--- config.mk ---
export PLATFORM = sky130hd
export DESIGN_NAME = sdp_erdma_rd_cdt_gate
export DESIGN_NICKNAME = d
export VERILOG_FILES = /design/src/rtl/sdp_erdma_rd_cdt_gate.sv
export SDC_FILE = /design/constraint.sdc
export NUM_CORES = 1
export LEC_CHECK = 0
export BUFFER_PORTS_ARGS = -buffer_cell sky130_fd_sc_hd__buf_2
export CAP_MARGIN = 20
export CELL_PAD_IN_SITES_DETAIL_PLACEMENT = 1
export CELL_PAD_IN_SITES_GLOBAL_PLACEMENT = 2
export CORE_MARGIN = 2
export CORE_UTILIZATION = 30
export CTS_CLUSTER_DIAMETER = 80
export DETAILED_ROUTE_END_ITERATION = 8
export GPL_TIMING_DRIVEN = 1
export PLACE_DENSITY = 0.88
export SKIP_LAST_GASP = 1
export SYNTH_ARGS = -nofsm -noshare
export SYNTH_HDL_FRONTEND = slang
export SYNTH_SLANG_ARGS = --single-unit
--- constraint.sdc ---
create_clock -name nvdla_core_clk -period 12.3 [get_ports nvdla_core_clk]
set_clock_uncertainty 0.1 [all_clocks]
set_input_delay 0.615 -clock nvdla_core_clk [delete_from_list [all_inputs] [get_ports nvdla_core_clk]]
set_output_delay 0.615 -clock nvdla_core_clk [all_outputs]
set_load 0.1 [all_outputs]
--- src/rtl/sdp_erdma_rd_cdt_gate.sv ---
// -----------------------------------------------------------------------------
// sdp_erdma_rd_cdt_gate
//
// Credit gate between the SDP ERDMA read-request output and the MCIF read
// request port. A request is admitted only when the read-latency FIFO has room
// for its whole response (size counted in 32B atoms). Credits are consumed on
// admission and returned one atom at a time by cdt_lat_fifo_pop. Admitted
// requests pass through a one-entry output pipe register.
//
// Ports:
//   nvdla_core_clk / nvdla_core_rstn : clock, asynchronous active-low reset
//   in_req_valid / in_req_ready      : ingress handshake
//   in_req_pd[78:0]                  : [63:0] address, [78:64] atoms minus 1
//   out_req_valid / out_req_ready    : MCIF handshake
//   out_req_pd[78:0]                 : registered copy of the admitted pd
//   cdt_lat_fifo_pop                 : one-atom credit return pulse
//   op_load                          : layer start, clears stall_cnt
//   perf_en                          : enables stall counting
//   stall_cnt[31:0]                  : saturating count of stalled cycles
//   credit_cnt[CW-1:0]               : current free credits
//   cdt_err                          : sticky credit overflow / oversize flag
// -----------------------------------------------------------------------------
module sdp_erdma_rd_cdt_gate #(
  parameter int LAT_FIFO_DEPTH = 160,
  parameter int CW             = 9     // 2**CW > LAT_FIFO_DEPTH, CW <= 16
) (
  input  logic          nvdla_core_clk,
  input  logic          nvdla_core_rstn,
  input  logic          in_req_valid,
  output logic          in_req_ready,
  input  logic [78:0]   in_req_pd,
  output logic          out_req_valid,
  input  logic          out_req_ready,
  output logic [78:0]   out_req_pd,
  input  logic          cdt_lat_fifo_pop,
  input  logic          op_load,
  input  logic          perf_en,
  output logic [31:0]   stall_cnt,
  output logic [CW-1:0] credit_cnt,
  output logic          cdt_err
);

  localparam logic [15:0]   LP_DEPTH_W  = 16'(LAT_FIFO_DEPTH);
  localparam logic [CW-1:0] LP_DEPTH_CW = CW'(LAT_FIFO_DEPTH);
  localparam logic [31:0]   LP_STALL_MAX = 32'hFFFF_FFFF;

  logic          r_out_valid;
  logic [78:0]   r_out_pd;
  logic [CW-1:0] r_credit;
  logic [31:0]   r_stall;
  logic          r_err;

  logic [15:0]   w_need;
  logic [15:0]   w_credit_ext;
  logic          w_eligible;
  logic          w_pipe_free;
  logic          w_accept;
  logic          w_oversize;
  logic [15:0]   w_credit_sum;
  logic          w_credit_ovf;
  logic [CW-1:0] w_credit_next;
  logic          w_stall_inc;

  // Request size in atoms; 16 bits so that size 0x7FFF + 1 does not wrap.
  assign w_need       = {1'b0, in_req_pd[78:64]} + 16'd1;
  assign w_credit_ext = 16'(r_credit);
  assign w_eligible   = (w_need <= w_credit_ext);
  // Pipe can take a new entry when empty or when its entry leaves this cycle.
  assign w_pipe_free  = ~r_out_valid | out_req_ready;
  assign in_req_ready = w_eligible & w_pipe_free;
  assign w_accept     = in_req_valid & in_req_ready;
  // A request larger than the whole FIFO can never be admitted.
  assign w_oversize   = in_req_valid & (w_need > LP_DEPTH_W);
  assign w_stall_inc  = perf_en & in_req_valid & ~in_req_ready;

  // Next credit value: consume on accept, return on pop, saturate at depth.
  // Accept implies need <= credit, so the subtraction never underflows.
  always_comb begin
    w_credit_sum = w_credit_ext;
    if (w_accept) begin
      w_credit_sum = w_credit_sum - w_need;
    end else begin
      w_credit_sum = w_credit_sum;
    end
    if (cdt_lat_fifo_pop) begin
      w_credit_sum = w_credit_sum + 16'd1;
    end else begin
      w_credit_sum = w_credit_sum;
    end
    w_credit_ovf = (w_credit_sum > LP_DEPTH_W);
    if (w_credit_ovf) begin
      w_credit_next = LP_DEPTH_CW;
    end else begin
      w_credit_next = CW'(w_credit_sum);
    end
  end

  // One-entry output pipe register; valid bit is the EMPTY/FULL state.
  always_ff @(posedge nvdla_core_clk or negedge nvdla_core_rstn) begin
    if (!nvdla_core_rstn) begin
      r_out_valid <= 1'b0;
      r_out_pd    <= 79'd0;
    end else if (w_accept) begin
      r_out_valid <= 1'b1;
      r_out_pd    <= in_req_pd;
    end else if (out_req_ready) begin
      r_out_valid <= 1'b0;
    end else begin
      r_out_valid <= r_out_valid;
    end
  end

  // Free-credit counter.
  always_ff @(posedge nvdla_core_clk or negedge nvdla_core_rstn) begin
    if (!nvdla_core_rstn) begin
      r_credit <= LP_DEPTH_CW;
    end else begin
      r_credit <= w_credit_next;
    end
  end

  // Sticky error: credit overflow or an oversize request seen.
  always_ff @(posedge nvdla_core_clk or negedge nvdla_core_rstn) begin
    if (!nvdla_core_rstn) begin
      r_err <= 1'b0;
    end else if (w_credit_ovf | w_oversize) begin
      r_err <= 1'b1;
    end else begin
      r_err <= r_err;
    end
  end

  // Stall counter; op_load wins over an increment in the same cycle.
  always_ff @(posedge nvdla_core_clk or negedge nvdla_core_rstn) begin
    if (!nvdla_core_rstn) begin
      r_stall <= 32'd0;
    end else if (op_load) begin
      r_stall <= 32'd0;
    end else if (w_stall_inc && (r_stall != LP_STALL_MAX)) begin
      r_stall <= r_stall + 32'd1;
    end else begin
      r_stall <= r_stall;
    end
  end

  assign out_req_valid = r_out_valid;
  assign out_req_pd    = r_out_pd;
  assign credit_cnt    = r_credit;
  assign stall_cnt     = r_stall;
  assign cdt_err       = r_err;

endmodule

==> out/results.txt <==
CP arrival - 5.23 ns
DRC - 0
layout cells sized above 1 - 28.4%
CP endpoint kind - flop
post-CTS resize count - 0
ant diodes - 0
synth top area cells - dfrtp_1 48%, nand2_1 15%, xor2_1 3.8%
post-synth top area cell - dfrtp_1
Initial Util - 30.8%
f_max - 0.196 GHz
crit path kind - in2reg
final hold viol count - 0
Overflow after GRT - 0
initial antenna violation count - 0
run status - finished, final reports clean
Worst Path Max Fanout - 10
Layout Area Growth over Synthesis - 30.8%
# Post-CTS Setup Buffers - 0
post-route minimum period - 5.10 ns
worst-margin pin slew - 0.980 ns
slew margin rel. - 34.6%
Main synth FF type - dfrtp_1
first-pass GRT wire length - 31000 um
Worst-Skew Late Latency - 0.41 ns
RSZ-0062 raised after global routing - false
leakage - 4.34 nW
drt initial violations - 235
max-slew violation count - 0
max-cap viol count - 0
largest net degree at the start of global routing - 91
sequential-to-total area share from yosys stat - 48.9%
DR WL/cell - 16.1 um
maximum root-to-sink buffer count - 2
I/O Buffers - 208
final instance area - 0.00816 mm2
clk root buf - clkbuf_16
DRT Pass-1 Iters - 4
synth unique cells - 62
GP Congestion - 0.779
Boundary Pins - 209
post-route setup TNS - 0 ns
worst hold path type - in2async
Async SR Flop Fraction - 100%
CTS tree - built
number of flops mapped to enable cells by yosys - 0
Die ar. - 0.0220 mm2
Mapped Cells - 705
clock sink count - 122
cell total after placement - 1155
CTS Hold Bufs - 0
Core ar. - 0.0203 mm2
Worst VDD drop - 0.0863 mV
Die X-Extent - 148 um
DP HPWL - 13800 um
register bit total from synthesis - 122
synth warn - 0
CTS HTree Levels - 4
vias - 5676
CTS Buf Count - 17
Layout Cells excl Fill - 1187
vias in the first global route - 5826
Tot GR Track Use - 17.8%
CP Launch Type - input pin
vias per cell - 4.78
total wire length - 19100 um
synthesized area - 0.00624 mm2
CTS clk-pin slew, worst paths - 0.06 ns
post-synthesis net count - 803
fin crit share - 41.4%
Avg Inst Size Synth - 8.85 um2
power per cell area - 156 mW/mm2
Routed Antenna Nets - 0
share of the synthesized area in the top cell type - 48.1%
Final setup viols - 0
row count - 52
placed cell areas - 0.00752 mm2
# nets final - 1002
Vert. Die Dim - 148 um
Worst EP required - 12.44 ns
synthesized netlist by cell type, drive strengths merged (5+ instances only):
master and count:
nor4 6, ha 11, nand4 12, nand3 18
o21a 7, nand2 247, o21ai 21, buf 6
nor2 43, a21oi 17, xor2 27, and2 8
xnor2 25, inv 12, nor3 16, mux2i 5
a211oi 5, dfrtp 120, or3 12, and4 5
and3 8, clkbuf 24
path summary, 6_finish.rpt:
path / endpoint / cells past startpoint / slack (ns) / from
setup reg to reg: credit_cnt[3] / 17 / 7.25 / credit_cnt[0]
max in group asynchronous: out_req_pd[3] / 2 / 10.55 / nvdla_core_rstn
setup / recovery: credit_cnt[3] / 19 / 7.20 / in_req_pd[65]
hold / removal: stall_cnt[8] / 1 / 0.14 / nvdla_core_rstn
min in group nvdla_core_clk: out_req_pd[26] / 3 / 0.29 / in_req_pd[26]
hold reg to reg: out_req_pd[19] / 2 / 0.37 / out_req_pd[19]
layout make-up:
| cell class | instances | area, um2 |
|---|---|---|
| fill | 2469 | 12100 |
| sequential | 122 | 3060 |
| multi-input combinational | 541 | 3020 |
| timing repair buffer | 210 | 1060 |
| clock buffer | 19 | 453 |
| tap | 270 | 338 |
| clock inverter | 13 | 190 |
| inverter | 12 | 45.0 |
metrics by stage:
step / utilization, % / worst slack, ns / hold slack [ns] / power [W]
5_1_grt: 40.2 / 6.71 / 0.154 / 0.00132
3_5_place_dp: 37.1 / 6.82 / 0.357 / 0.000732
4_1_cts: 40.2 / 7.21 / 0.142 / 0.00129
2_1_floorplan: - / 7.10 / 0.219 / 0.000664
6_report: 40.2 / 7.20 / 0.138 / 0.00127
3_3_place_gp: 37.1 / 7.02 / 0.352 / 0.000730
state kept, by name, summed over array words and instances, names as in the netlist:
| name | cells |
|---|---|
| out_req_pd | 79 |
| stall_cnt | 32 |
| credit_cnt | 9 |
| cdt_err | 1 |
| out_req_valid | 1 |
worst max-delay path, cell delays in order:
cell and delay (ns):
buf_2 0.14, ha_1 0.29, nand3_1 0.13, xor2_1 0.17
ha_1 0.34, o21a_1 0.14, o31a_1 0.25, o211ai_1 0.15
a2111oi_2 0.65, o211ai_4 0.23, o21ai_0 0.31, ha_1 0.28
nand2_1 0.18, nor4_1 0.28, mux2i_1 0.20, nor3_1 0.27
o211ai_1 0.18, a32oi_2 0.37, a2111oi_2 0.06
layer usage:
layer,share of wire (%),track usage (%),up-vias
met5,0,0,-
met4,1.5,5.19,0
met3,6.6,5.98,19
met2,48,28.9,134
met1,44,22.5,2763
li1,-,-,2760
cell usage in the layout (no fill, tap or decap), types with 17 or more instances in the layout:
| cell type | n |
|---|---|
| o21ai_0 | 19 |
| xor2_1 | 27 |
| nand3_1 | 18 |
| clkbuf_16 | 17 |
| buf_2 | 207 |
| a21oi_1 | 17 |
| nand2_1 | 247 |
| nor2_1 | 43 |
| dfrtp_1 | 120 |
| xnor2_1 | 25 |
report_power, final:
group / switching [W] / internal [W]
logic: 0.000237 / 0.0000499
registers: 0.0000126 / 0.000424
clock network: 0.000196 / 0.000352
kinds of logic after synthesis:
group	after synthesis	share of synthesized area [%]
buf+inv	42	2.73
fa+ha+maj	13	2.69
xor+xnor	52	7.30
compound gates	84	10.3
other cells	1	0.0601
simple gates	384	26.7
flops	122	48.9
mux	7	1.22
Power figures use the tool's default switching activity.
